==> src/rtl/uart_tx_arb.sv <==
// uart_tx_arb: two requesters, each with a one-word holding buffer, share one UART TX strobe port.
// Build option UART_ARB_RR_EN selects round-robin on contention; otherwise req0 has fixed priority.
module uart_tx_arb #(
  parameter int DW       = 16,
  parameter int ACK_WAIT = 8
) (
  input  logic          clk,
  input  logic          rst,
  input  logic [DW-1:0] i_req0_data,
  input  logic          i_req0_valid,
  output logic          o_req0_ready,
  input  logic [DW-1:0] i_req1_data,
  input  logic          i_req1_valid,
  output logic          o_req1_ready,
  input  logic          i_tx_busy,
  output logic [DW-1:0] o_tx_data,
  output logic          o_tx_stb,
  output logic [1:0]    o_grant,
  output logic [7:0]    o_drop_cnt,
  output logic          o_timeout
);

  localparam int            CW      = $clog2(ACK_WAIT + 1);
  localparam logic [CW-1:0] ACK_LIM = CW'(ACK_WAIT);
  localparam logic [CW-1:0] CNT_ONE = CW'(1);

  typedef enum logic [1:0] {
    IDLE    = 2'd0,
    STB     = 2'd1,
    WAIT_HI = 2'd2,
    WAIT_LO = 2'd3
  } state_t;

  state_t        state_r, state_s;
  logic [DW-1:0] buf0_r, buf0_s, buf1_r, buf1_s;
  logic [DW-1:0] data_r, data_s;
  logic          ready0_r, ready0_s, ready1_r, ready1_s;
  logic          stb_r, stb_s;
  logic          timeout_r, timeout_s;
  logic [1:0]    grant_r, grant_s;
  logic [7:0]    drop_r, drop_s;
  logic [CW-1:0] cnt_r, cnt_s;
  logic          rel0_s, rel1_s;
  logic          pick0_s, issue_s;
  logic          drop0_s, drop1_s;
  logic [8:0]    drop_sum_s;
`ifdef UART_ARB_RR_EN
  logic          rr_last1_r;
`endif

  // Winner selection: a ready flag of 0 means that buffer holds a word.
  always_comb begin
    pick0_s = ~ready0_r;
    if (~ready0_r && ~ready1_r) begin
`ifdef UART_ARB_RR_EN
      pick0_s = rr_last1_r;
`else
      pick0_s = 1'b1;
`endif
    end else begin
      pick0_s = ~ready0_r;
    end
    issue_s = (state_r == IDLE) && (~ready0_r || ~ready1_r) && ~i_tx_busy;
  end

  // Issue/acknowledge sequencing and release of the in-flight buffer.
  always_comb begin
    state_s   = state_r;
    stb_s     = stb_r;
    data_s    = data_r;
    grant_s   = grant_r;
    cnt_s     = cnt_r;
    timeout_s = timeout_r;
    rel0_s    = 1'b0;
    rel1_s    = 1'b0;
    case (state_r)
      IDLE: begin
        if (issue_s) begin
          data_s  = pick0_s ? buf0_r : buf1_r;
          grant_s = pick0_s ? 2'b01 : 2'b10;
          stb_s   = 1'b1;
          state_s = STB;
        end else begin
          state_s = IDLE;
        end
      end
      STB: begin
        stb_s   = 1'b0;
        cnt_s   = '0;
        state_s = WAIT_HI;
      end
      WAIT_HI: begin
        if (i_tx_busy) begin
          state_s = WAIT_LO;
        end else if ((cnt_r + CNT_ONE) == ACK_LIM) begin
          cnt_s     = cnt_r + CNT_ONE;
          timeout_s = 1'b1;
          rel0_s    = grant_r[0];
          rel1_s    = grant_r[1];
          state_s   = IDLE;
        end else begin
          cnt_s = cnt_r + CNT_ONE;
        end
      end
      WAIT_LO: begin
        if (!i_tx_busy) begin
          rel0_s  = grant_r[0];
          rel1_s  = grant_r[1];
          state_s = IDLE;
        end else begin
          state_s = WAIT_LO;
        end
      end
      default: begin
        state_s = IDLE;
        stb_s   = 1'b0;
      end
    endcase
  end

  // Holding buffers and the saturating drop counter.
  always_comb begin
    drop0_s  = i_req0_valid & ~ready0_r;
    drop1_s  = i_req1_valid & ~ready1_r;
    buf0_s   = buf0_r;
    buf1_s   = buf1_r;
    ready0_s = ready0_r;
    ready1_s = ready1_r;
    if (rel0_s) begin
      ready0_s = 1'b1;
    end else if (i_req0_valid && ready0_r) begin
      ready0_s = 1'b0;
      buf0_s   = i_req0_data;
    end else begin
      ready0_s = ready0_r;
    end
    if (rel1_s) begin
      ready1_s = 1'b1;
    end else if (i_req1_valid && ready1_r) begin
      ready1_s = 1'b0;
      buf1_s   = i_req1_data;
    end else begin
      ready1_s = ready1_r;
    end
    drop_sum_s = {1'b0, drop_r} + {8'd0, drop0_s} + {8'd0, drop1_s};
    if (drop_sum_s > 9'd255) begin
      drop_s = 8'hFF;
    end else begin
      drop_s = drop_sum_s[7:0];
    end
  end

  // State and output registers.
  always_ff @(posedge clk or posedge rst) begin
    if (rst) begin
      state_r   <= IDLE;
      buf0_r    <= '0;
      buf1_r    <= '0;
      ready0_r  <= 1'b1;
      ready1_r  <= 1'b1;
      data_r    <= '0;
      stb_r     <= 1'b0;
      grant_r   <= 2'b00;
      drop_r    <= 8'd0;
      cnt_r     <= '0;
      timeout_r <= 1'b0;
    end else begin
      state_r   <= state_s;
      buf0_r    <= buf0_s;
      buf1_r    <= buf1_s;
      ready0_r  <= ready0_s;
      ready1_r  <= ready1_s;
      data_r    <= data_s;
      stb_r     <= stb_s;
      grant_r   <= grant_s;
      drop_r    <= drop_s;
      cnt_r     <= cnt_s;
      timeout_r <= timeout_s;
    end
  end

`ifdef UART_ARB_RR_EN
  // Round-robin pointer: remembers whether req1 was the last one issued.
  always_ff @(posedge clk or posedge rst) begin
    if (rst) begin
      rr_last1_r <= 1'b1;
    end else if (issue_s) begin
      rr_last1_r <= ~pick0_s;
    end else begin
      rr_last1_r <= rr_last1_r;
    end
  end
`endif

  assign o_req0_ready = ready0_r;
  assign o_req1_ready = ready1_r;
  assign o_tx_data    = data_r;
  assign o_tx_stb     = stb_r;
  assign o_grant      = grant_r;
  assign o_drop_cnt   = drop_r;
  assign o_timeout    = timeout_r;

endmodule

==> config.mk <==
export PLATFORM = sky130hd
export DESIGN_NAME = uart_tx_arb
export DESIGN_NICKNAME = d
export VERILOG_FILES = /design/src/rtl/uart_tx_arb.sv
export SDC_FILE = /design/constraint.sdc
export NUM_CORES = 1
export LEC_CHECK = 0
export BUFFER_PORTS_ARGS = -buffer_cell sky130_fd_sc_hd__buf_2
export CORE_MARGIN = 4
export CORE_UTILIZATION = 54
export DETAILED_ROUTE_END_ITERATION = 7
export GPL_ROUTABILITY_DRIVEN = 0
export PLACE_DENSITY_LB_ADDON = 0.1
export SLEW_MARGIN = 30
export SYNTH_ARGS = -nofsm -noshare
export SYNTH_HDL_FRONTEND = slang
export SYNTH_SLANG_ARGS = --single-unit
==> constraint.sdc <==
create_clock -name clk -period 3.2 [get_ports clk]
set_clock_uncertainty 0.05 [all_clocks]
set_input_delay 0.64 -clock clk [delete_from_list [all_inputs] [get_ports clk]]
set_output_delay 0.64 -clock clk [all_outputs]
set_load 0.005 [all_outputs]
==> flow_summary.ini <==
[clocking]
clock_latency_ps = 330
cts_buffer_depth = 2
cts_tree = done
ctsResizeCount = 0
cts_setup_buffers = 0
cts_max_level = 3
clk_pin_slew_worst_paths_ps = 80
cts_sinks = 68
cts_buffers = 9
cts_root_buf = clkbuf_8
cts_hold_buf = 0

[timing]
drv_slew = 0
period_share_pct = 75.8
final-setup-viol-count = 0
slew_headroom_pct = 60.9
worstMarginPinSlew_ps = 584
fin_hold_ws_ps = 316
fin_ws_ps = 774
fin_setup_tns_ps = 0
period_needed_ps = 2430
max_freq_mhz = 412
rsz0062_at_grt = no
hold_viol = 0

[power_and_ir_drop]
p_per_area_nw_per_um2 = 963
leakage_nw = 1.77
power_mw = 3.57
irDropWorstVdd_mv = 0.508

[synthesis]
synth_edf_count = 0
ys_seq_area_share_pct = 55.4
synthesis.instances = 240
synthArstFlopShare_pct = 100
yosys.area.top_type = dfrtp_1
synth_top_area_share_pct = 53.7
synth.distinct_cells = 40
synth_area_leaders = dfrtp_1, mux2_4, mux2i_1
yosys_warnings = 0
syn_area_per_cell_sq_um = 12.8
ys_ff_latch = 68
synth_area_sq_um = 3070
ys.flop_type = dfrtp_1
synth_fp_nets = 281

[run_status]
status = complete, no violations

[worst_setup_path]
reg2reg_depth = 7
start_kind = flop
endpoint_kind = flop
cp.required_ps = 3370
worst-path-max-fanout = 16
worstSetupPathType = flop to flop
worstPathArrival_ps = 2600

[placed_design]
dpl_cell_area_sq_um = 3490
placed_cells = 374
port_buffers = 66
post-dp-hpwl_microns = 4020
pre_cts_ws_ps = 800

[drt]
vias_per_cell = 5.24
first_iter_violations = 65
wl_per_cell_microns = 15.1
ant_nets = 0
vias = 2042
wl_microns = 5900
drc_errors = 0
dr.pass1.iters = 4

[floorplanning]
initial_utilization_pct = 55.8
core_region_area_sq_um = 5510
dieArea_sq_um = 6960
pin_count = 67
fp.dieH_microns = 83.5
num_rows = 27
die_x_microns = 83.5

[global_routing]
grt_max_degree = 69
grt_antenna_before_repair = 0
grt_pass1_wl_microns = 10200
track_usage_pct = 18.5
overflow = 0
grt_pass1_vias = 2130

[finish]
final_layout_size_suffix_gt1_share_pct = 41.2
antennaDiodeCount = 0
final_nets = 354
layout_common_cells = dfrtp_1, buf_2, nor2_1, mux2_4, mux2i_1
syn2layout_area_growth_pct = 20.4
fin_area_sq_um = 3700
layout.cells.non_filler = 390
fin_util_pct = 67.2

[hold_path]
min_path_type = primary input to async pin

[job]
maxCapViolCount = 0
==> critical path, stage by stage (launching register included) <==
cell	delay [ps]
dfrtp_1	460
ha_1	270
nand2_1	130
o21ai_2	80
a311o_4	440
a31oi_4	180
buf_4	320
mux2_2	380
==> per-layer routing <==
metal | part of all wire (%) | vias to the layer above | routed length, microns | global-route usage, %
met1 | 46 | 994 | 2700 | 24.7
met2 | 47 | 51 | 2790 | 29.0
met3 | 5.0 | 11 | 292 | 3.85
li1 | - | 986 | - | -
met4 | 1.9 | 0 | 112 | 8.92
met5 | 0 | - | 0 | 0
==> final timing paths <==
path	from	to	slack, ps
max reg2reg	cnt_r[0]	buf0_r[10]	770
min	rst	o_tx_data[9]	320
max	cnt_r[0]	buf0_r[10]	770
min in group clk	o_timeout	o_timeout	430
min reg2reg	o_timeout	o_timeout	430
max in group asynchronous	rst	o_req0_ready	2470
==> cells by family after synthesis <==
kind of cell / count (synthesis) / synth area share (%)
flops: 68 / 55.4
simple gates: 58 / 8.71
mux: 52 / 20.7
compound gates: 36 / 8.75
buf+inv: 18 / 3.38
xor+xnor: 4 / 1.14
fa+ha+maj: 4 / 1.87
==> area by class of cell <==
type                    count  area, sq um
clock inverters             6         88.8
flip-flops and latches     68         1700
multi-input cells         154         1270
inverters                   8         30.0
clock buffers              10          128
fillers                   430         1800
repair buffers             72          388
well taps                  72         90.1
==> Yosys cell counts, drive strengths merged (2+ instances only) <==
master	instances
a22o	2
nor2b	3
nor2	22
xor2	3
nand2b	3
inv	8
a21o	2
and2	3
buf	6
nand2	14
mux2	33
o21ai	4
nor4	2
dfrtp	66
ha	3
clkbuf	4
a31oi	4
mux2i	19
a21oi	17
nand3	6
or2	2
dfstp	2
==> flip-flops by register name, indices dropped and copies added (netlist names) <==
signal	flops
o_timeout	1
buf1_r	16
o_req0_ready	1
state_r	2
o_tx_stb	1
o_grant	2
o_drop_cnt	8
o_tx_data	16
cnt_r	4
o_req1_ready	1
buf0_r	16
==> power by group <==
part | switching [mW] | internal (mW) | total (mW)
logic | 0.537 | 0.695 | 1.23
registers | 0.294 | 1.28 | 1.57
clock network | 0.323 | 0.439 | 0.762
Power figures use the tool's default switching activity.
